$ cat src/rtl/seq_compare_unit_pkg.sv
// Shared encodings and helpers for the multi-cycle sequential comparator.
package seq_compare_unit_pkg;

  typedef enum logic [2:0] {
    OP_EQ  = 3'b000,
    OP_NE  = 3'b001,
    OP_LT  = 3'b010,
    OP_LTU = 3'b011,
    OP_GE  = 3'b100,
    OP_GEU = 3'b101
  } op_e;

  typedef enum logic [1:0] {
    ST_IDLE = 2'd0,
    ST_SCAN = 2'd1,
    ST_DONE = 2'd2
  } state_e;

  function automatic logic is_signed_op(input logic [2:0] op);
    return (op == OP_LT) || (op == OP_GE);
  endfunction

  // Reserved encodings deliberately yield 0 while the flags stay meaningful.
  function automatic logic op_result(input logic [2:0] op, input logic ne, input logic lt);
    case (op)
      OP_EQ:         return ~ne;
      OP_NE:         return ne;
      OP_LT, OP_LTU: return lt;
      OP_GE, OP_GEU: return ~lt;
      default:       return 1'b0;
    endcase
  endfunction

endpackage

$ cat src/rtl/seq_compare_unit_chunk_cmp.sv
// Combinational unsigned compare of one CHUNK-bit slice.
module chunk_cmp #(
  parameter int CHUNK = 8
) (
  input  logic [CHUNK-1:0] a,
  input  logic [CHUNK-1:0] b,
  output logic             neq,
  output logic             ltu
);

  assign neq = |(a ^ b);
  assign ltu = (a < b);

endmodule

$ cat src/rtl/seq_compare_unit.sv
// Multi-cycle comparator: scans operands CHUNK bits per cycle, MSB first,
// stopping at the first differing chunk.
module seq_compare_unit
  import seq_compare_unit_pkg::*;
#(
  parameter int WIDTH = 32,
  parameter int CHUNK = 8
) (
  input  logic             clock,
  input  logic             reset,
  input  logic             start,
  input  logic [2:0]       op,
  input  logic [WIDTH-1:0] data_a,
  input  logic [WIDTH-1:0] data_b,
  output logic             ready,
  output logic             done,
  output logic             result,
  output logic             ne_flag,
  output logic             lt_flag
);

  localparam int NCHUNK = WIDTH / CHUNK;
  localparam int IDX_W  = (NCHUNK > 1) ? $clog2(NCHUNK) : 1;
  localparam logic [IDX_W-1:0] LAST_IDX  = IDX_W'(NCHUNK - 1);
  localparam logic [WIDTH-1:0] SIGN_MASK = WIDTH'(1) << (WIDTH - 1);

  state_e           state_q, state_d;
  logic [2:0]       op_q, op_d;
  logic [WIDTH-1:0] a_q, a_d;
  logic [WIDTH-1:0] b_q, b_d;
  logic [IDX_W-1:0] index_q, index_d;
  logic             result_q, result_d;
  logic             ne_q, ne_d;
  logic             lt_q, lt_d;

  logic [CHUNK-1:0] chunk_a, chunk_b;
  logic             chunk_neq, chunk_ltu;

  always_comb begin
    chunk_a = '0;
    chunk_b = '0;
    for (int i = 0; i < NCHUNK; i++) begin
      if (index_q == IDX_W'(i)) begin
        chunk_a = a_q[i*CHUNK +: CHUNK];
        chunk_b = b_q[i*CHUNK +: CHUNK];
      end
    end
  end

  chunk_cmp #(.CHUNK(CHUNK)) u_chunk_cmp (
    .a   (chunk_a),
    .b   (chunk_b),
    .neq (chunk_neq),
    .ltu (chunk_ltu)
  );

  // Flipping the sign bit of both operands turns signed order into unsigned order.
  always_comb begin
    state_d  = state_q;
    op_d     = op_q;
    a_d      = a_q;
    b_d      = b_q;
    index_d  = index_q;
    result_d = result_q;
    ne_d     = ne_q;
    lt_d     = lt_q;
    case (state_q)
      ST_IDLE: begin
        if (start) begin
          op_d    = op;
          a_d     = data_a ^ (is_signed_op(op) ? SIGN_MASK : '0);
          b_d     = data_b ^ (is_signed_op(op) ? SIGN_MASK : '0);
          index_d = LAST_IDX;
          state_d = ST_SCAN;
        end
      end
      ST_SCAN: begin
        if (chunk_neq) begin
          ne_d     = 1'b1;
          lt_d     = chunk_ltu;
          result_d = op_result(op_q, 1'b1, chunk_ltu);
          state_d  = ST_DONE;
        end else if (index_q == '0) begin
          ne_d     = 1'b0;
          lt_d     = 1'b0;
          result_d = op_result(op_q, 1'b0, 1'b0);
          state_d  = ST_DONE;
        end else begin
          index_d = index_q - 1'b1;
        end
      end
      ST_DONE: state_d = ST_IDLE;
      default: state_d = ST_IDLE;
    endcase
  end

  always_ff @(posedge clock) begin
    if (!reset) begin
      state_q  <= ST_IDLE;
      op_q     <= '0;
      a_q      <= '0;
      b_q      <= '0;
      index_q  <= '0;
      result_q <= 1'b0;
      ne_q     <= 1'b0;
      lt_q     <= 1'b0;
    end else begin
      state_q  <= state_d;
      op_q     <= op_d;
      a_q      <= a_d;
      b_q      <= b_d;
      index_q  <= index_d;
      result_q <= result_d;
      ne_q     <= ne_d;
      lt_q     <= lt_d;
    end
  end

  assign ready   = (state_q == ST_IDLE);
  assign done    = (state_q == ST_DONE);
  assign result  = result_q;
  assign ne_flag = ne_q;
  assign lt_flag = lt_q;

endmodule

$ cat config.mk
export PLATFORM = sky130hd
export DESIGN_NAME = seq_compare_unit
export DESIGN_NICKNAME = d
export VERILOG_FILES = /design/src/rtl/seq_compare_unit_pkg.sv /design/src/rtl/seq_compare_unit_chunk_cmp.sv /design/src/rtl/seq_compare_unit.sv
export SDC_FILE = /design/constraint.sdc
export NUM_CORES = 1
export LEC_CHECK = 0
export BUFFER_PORTS_ARGS = -buffer_cell sky130_fd_sc_hd__buf_2
export CORE_ASPECT_RATIO = 0.5
export CORE_MARGIN = 2
export CORE_UTILIZATION = 58
export CTS_CLUSTER_SIZE = 12
export DETAILED_ROUTE_END_ITERATION = 10
export PLACE_DENSITY = 0.82
export SLEW_MARGIN = 40
export SYNTH_ARGS = -nofsm -noshare
export SYNTH_HDL_FRONTEND = slang
export SYNTH_SLANG_ARGS = --single-unit
$ cat constraint.sdc
create_clock -name clock -period 4.1 [get_ports clock]
set_input_delay 0.41 -clock clock [delete_from_list [all_inputs] [get_ports clock]]
set_output_delay 0.41 -clock clock [all_outputs]
set_load 0.02 [all_outputs]
==> impl_metrics.env <==
export IMPL_fp_dieW_um=113
export IMPL_clk_latency_ns=0.34
export IMPL_clk_pin_slew_ns=0.06
export IMPL_io_pins=75
export IMPL_finalHoldViolations=0
export IMPL_hold_buffers=0
export IMPL_use_met3_pct=8.24
export IMPL_ant_nets=0
export IMPL_slew_viol_final=0
export IMPL_cp_data_arrival_time_ns=3.43
export IMPL_synth_seq_cells=74
export IMPL_h_tree_depth=3
export IMPL_totalWireLength_mm=7.93
export IMPL_initialDrtViolationCount=283
export IMPL_p_leak_nw=1.69
export IMPL_crit_path_start_kind="flip-flop"
export IMPL_layout_commonest_cell="nand2_1"
export IMPL_drt_pass1_iterations=5
export IMPL_vias=3187
export IMPL_status="finished, final reports clean"
export IMPL_ys_warn_count=0
export IMPL_drt_wirelength_per_cell_um=13.1
export IMPL_final_net_count=610
export IMPL_rows=19
export IMPL_grt_pass1_vias=2722
export IMPL_finalCriticalPeriod_ns=3.14
export IMPL_grt_first_pass_wirelength_mm=12.9
export IMPL_drc_errors=0
export IMPL_powerDensity_nw_per_um2=505
export IMPL_syn_nets=554
export IMPL_drv_cap=0
export IMPL_io_buffers=74
export IMPL_p_switching_w=0.000585
export IMPL_syn_inst=470
export IMPL_final_cell_mix="nand2_1 (158), a21oi_1 (110), dfxtp_1 (74), buf_2 (74), nor2_1 (17)"
export IMPL_drive_above_1_share_pct=19.4
export IMPL_post_cts_setup_buffers=0
export IMPL_worst_pin_slew_ns=0.774
export IMPL_tns_ns=0
export IMPL_internal_power_w=0.00152
export IMPL_synth_avg_cell_area_um2=7.37
export IMPL_finalSetupViolCount=0
export IMPL_vias_per_cell=5.28
export IMPL_tritoncts_num_buffers=9
export IMPL_synth_enable_flop_cells=0
export IMPL_synth_area_leaders="dfxtp_1 (43%), nand2_1 (17%), a21oi_1 (16%)"
export IMPL_initial_core_util_pct=61.8
export IMPL_p_sw_share_pct=27.8
export IMPL_fin_cells=604
export IMPL_use_met1_pct=37.0
export IMPL_area_delta_synth_final_pct=20.3
export IMPL_antenna_found_initial=0
export IMPL_crit_type="reg2reg"
export IMPL_grt_start_max_net_pins=73
export IMPL_synth_distinct_cells=28
export IMPL_hpwl_mm=5.49
export IMPL_grt_most_used_layer="met1"
export IMPL_die_h_um=58.7
export IMPL_yosysTopAreaCell="dfxtp_1"
export IMPL_ys_seq_area_share_pct=42.8
export IMPL_rsz0062_at_grt="no"
export IMPL_post_route_period_util_pct=76.6
export IMPL_slew_headroom_pct=48.4
export IMPL_use_met2_pct=35.5
export IMPL_die_area_um2=6650
export IMPL_p_seq_share_pct=38.8
export IMPL_coreArea_um2=5610
export IMPL_synth_top_cell_area_share_pct=42.8
export IMPL_finClkSkew_ns=0.00316
export IMPL_hold_path_class="in2reg"
export IMPL_antennaDiodeCount=0
export IMPL_grt_use_total_pct=25.2
export IMPL_worstSetupEndpointType="flip-flop"
export IMPL_clkSinkCount=74
export IMPL_cts_resized=0
export IMPL_cts_tree="yes"
export IMPL_dpl_cell_count=588
export IMPL_clockRootBuffer="clkbuf_16"
export IMPL_synth_ff_type="dfxtp_1"
export IMPL_cts_buffer_depth=2
export IMPL_pwr_share_comb_pct=19.5
export IMPL_clockPowerShare_pct=41.6
export IMPL_ir_drop_uv=415
export IMPL_required_ns=4.39
export IMPL_path_max_fanout=27
export IMPL_synthArstFlopShare_pct=0
export IMPL_syn_area_um2=3460
export IMPL_max_clock_freq_mhz=318
export IMPL_grt_overflow=0
export IMPL_gp_congestion=0.869
## cell usage after synthesis (3+ instances only)
library cell    n
a21oi_1       110
a211oi_1        5
nor2_1         17
ha_1           14
inv_1           4
dfxtp_1        74
nor3_1          4
buf_2          11
clkbuf_1       16
nand3_1         3
nand3b_1       16
buf_1           6
o21ai_0        11
nor2b_1         3
xnor2_1         3
nand2_1       159
## flip-flops by register name, indices dropped and copies added, names as in the netlist
name,count
result,1
b_q,32
index_q,2
state_q,2
ne_flag,1
lt_flag,1
op_q,3
a_q,32
## metal layers
layer / part of all wire, % / vias to the layer above
li1: - / 1682
met2: 41 / 80
met1: 52 / 1416
met4: 1.2 / 0
met5: 0 / -
met3: 5.8 / 9
## through the flow
stage / hold WS (ns) / total power, W / setup WS [ns] / util, % / instance area, µm²
6_report: 0.306 / 0.00211 / 0.957 / 74.3 / 4170
4_1_cts: 0.299 / 0.00211 / 0.959 / 74.3 / 4170
2_1_floorplan: 0.436 / 0.00114 / 1.52 / - / 3460
3_3_place_gp: 0.442 / 0.00123 / 1.10 / 68.1 / 3820
5_1_grt: 0.313 / 0.00220 / 0.599 / 74.3 / 4170
3_5_place_dp: 0.447 / 0.00124 / 1.01 / 68.2 / 3830
## power by group through the flow
stage | clock network, W | logic, W | registers (W)
2_1_floorplan | 0 | 0.000314 | 0.000824
3_3_place_gp | 0 | 0.000399 | 0.000832
5_1_grt | 0.000912 | 0.000463 | 0.000825
4_1_cts | 0.000883 | 0.000413 | 0.000817
3_5_place_dp | 0 | 0.000408 | 0.000832
6_report | 0.000877 | 0.000411 | 0.000818
## layout make-up
class,instances,area [µm²]
repair buffers,78,400
multi-input cells,358,1840
clock inverters,4,72.6
fillers,493,1440
clock buffers,12,267
well taps,73,91.3
flip-flops and latches,74,1480
inverters,5,18.8
## path summary, 6_finish.rpt
kind | start | end | slack, ns | depth (start not counted)
worst max-delay path | index_q[0] | result | 0.96 | 13
worst min-delay path | data_b[14] | b_q[14] | 0.31 | 3
worst max register to register | index_q[0] | result | 0.96 | 13
worst min register to register | b_q[30] | b_q[30] | 0.46 | 2
## cell families (layout without fill, tap and decap cells)
| logic type | count (synthesis) | count (layout) | share of synthesized area (%) |
|---|---|---|---|
| xor+xnor | 3 | 3 | 0.759 |
| compound gates | 130 | 130 | 19.5 |
| buf+inv | 38 | 99 | 4.51 |
| simple gates | 210 | 210 | 27.1 |
| fa+ha+maj | 14 | 14 | 5.06 |
| mux | 1 | 1 | 0.325 |
| flops | 74 | 74 | 42.8 |
## critical path: stages, from the launching register on
cell,delay (ns)
dfxtp_1,0.40
ha_1,0.67
buf_4,0.26
nand2_1,0.06
a21oi_1,0.17
a21oi_1,0.06
nor2_1,0.09
a21oi_1,0.07
ha_1,0.38
nand4_4,0.16
nor2_4,0.16
mux2_1,0.34
o21ai_1,0.12
a221o_1,0.14
No activity file was read; power rests on OpenSTA's default activity.
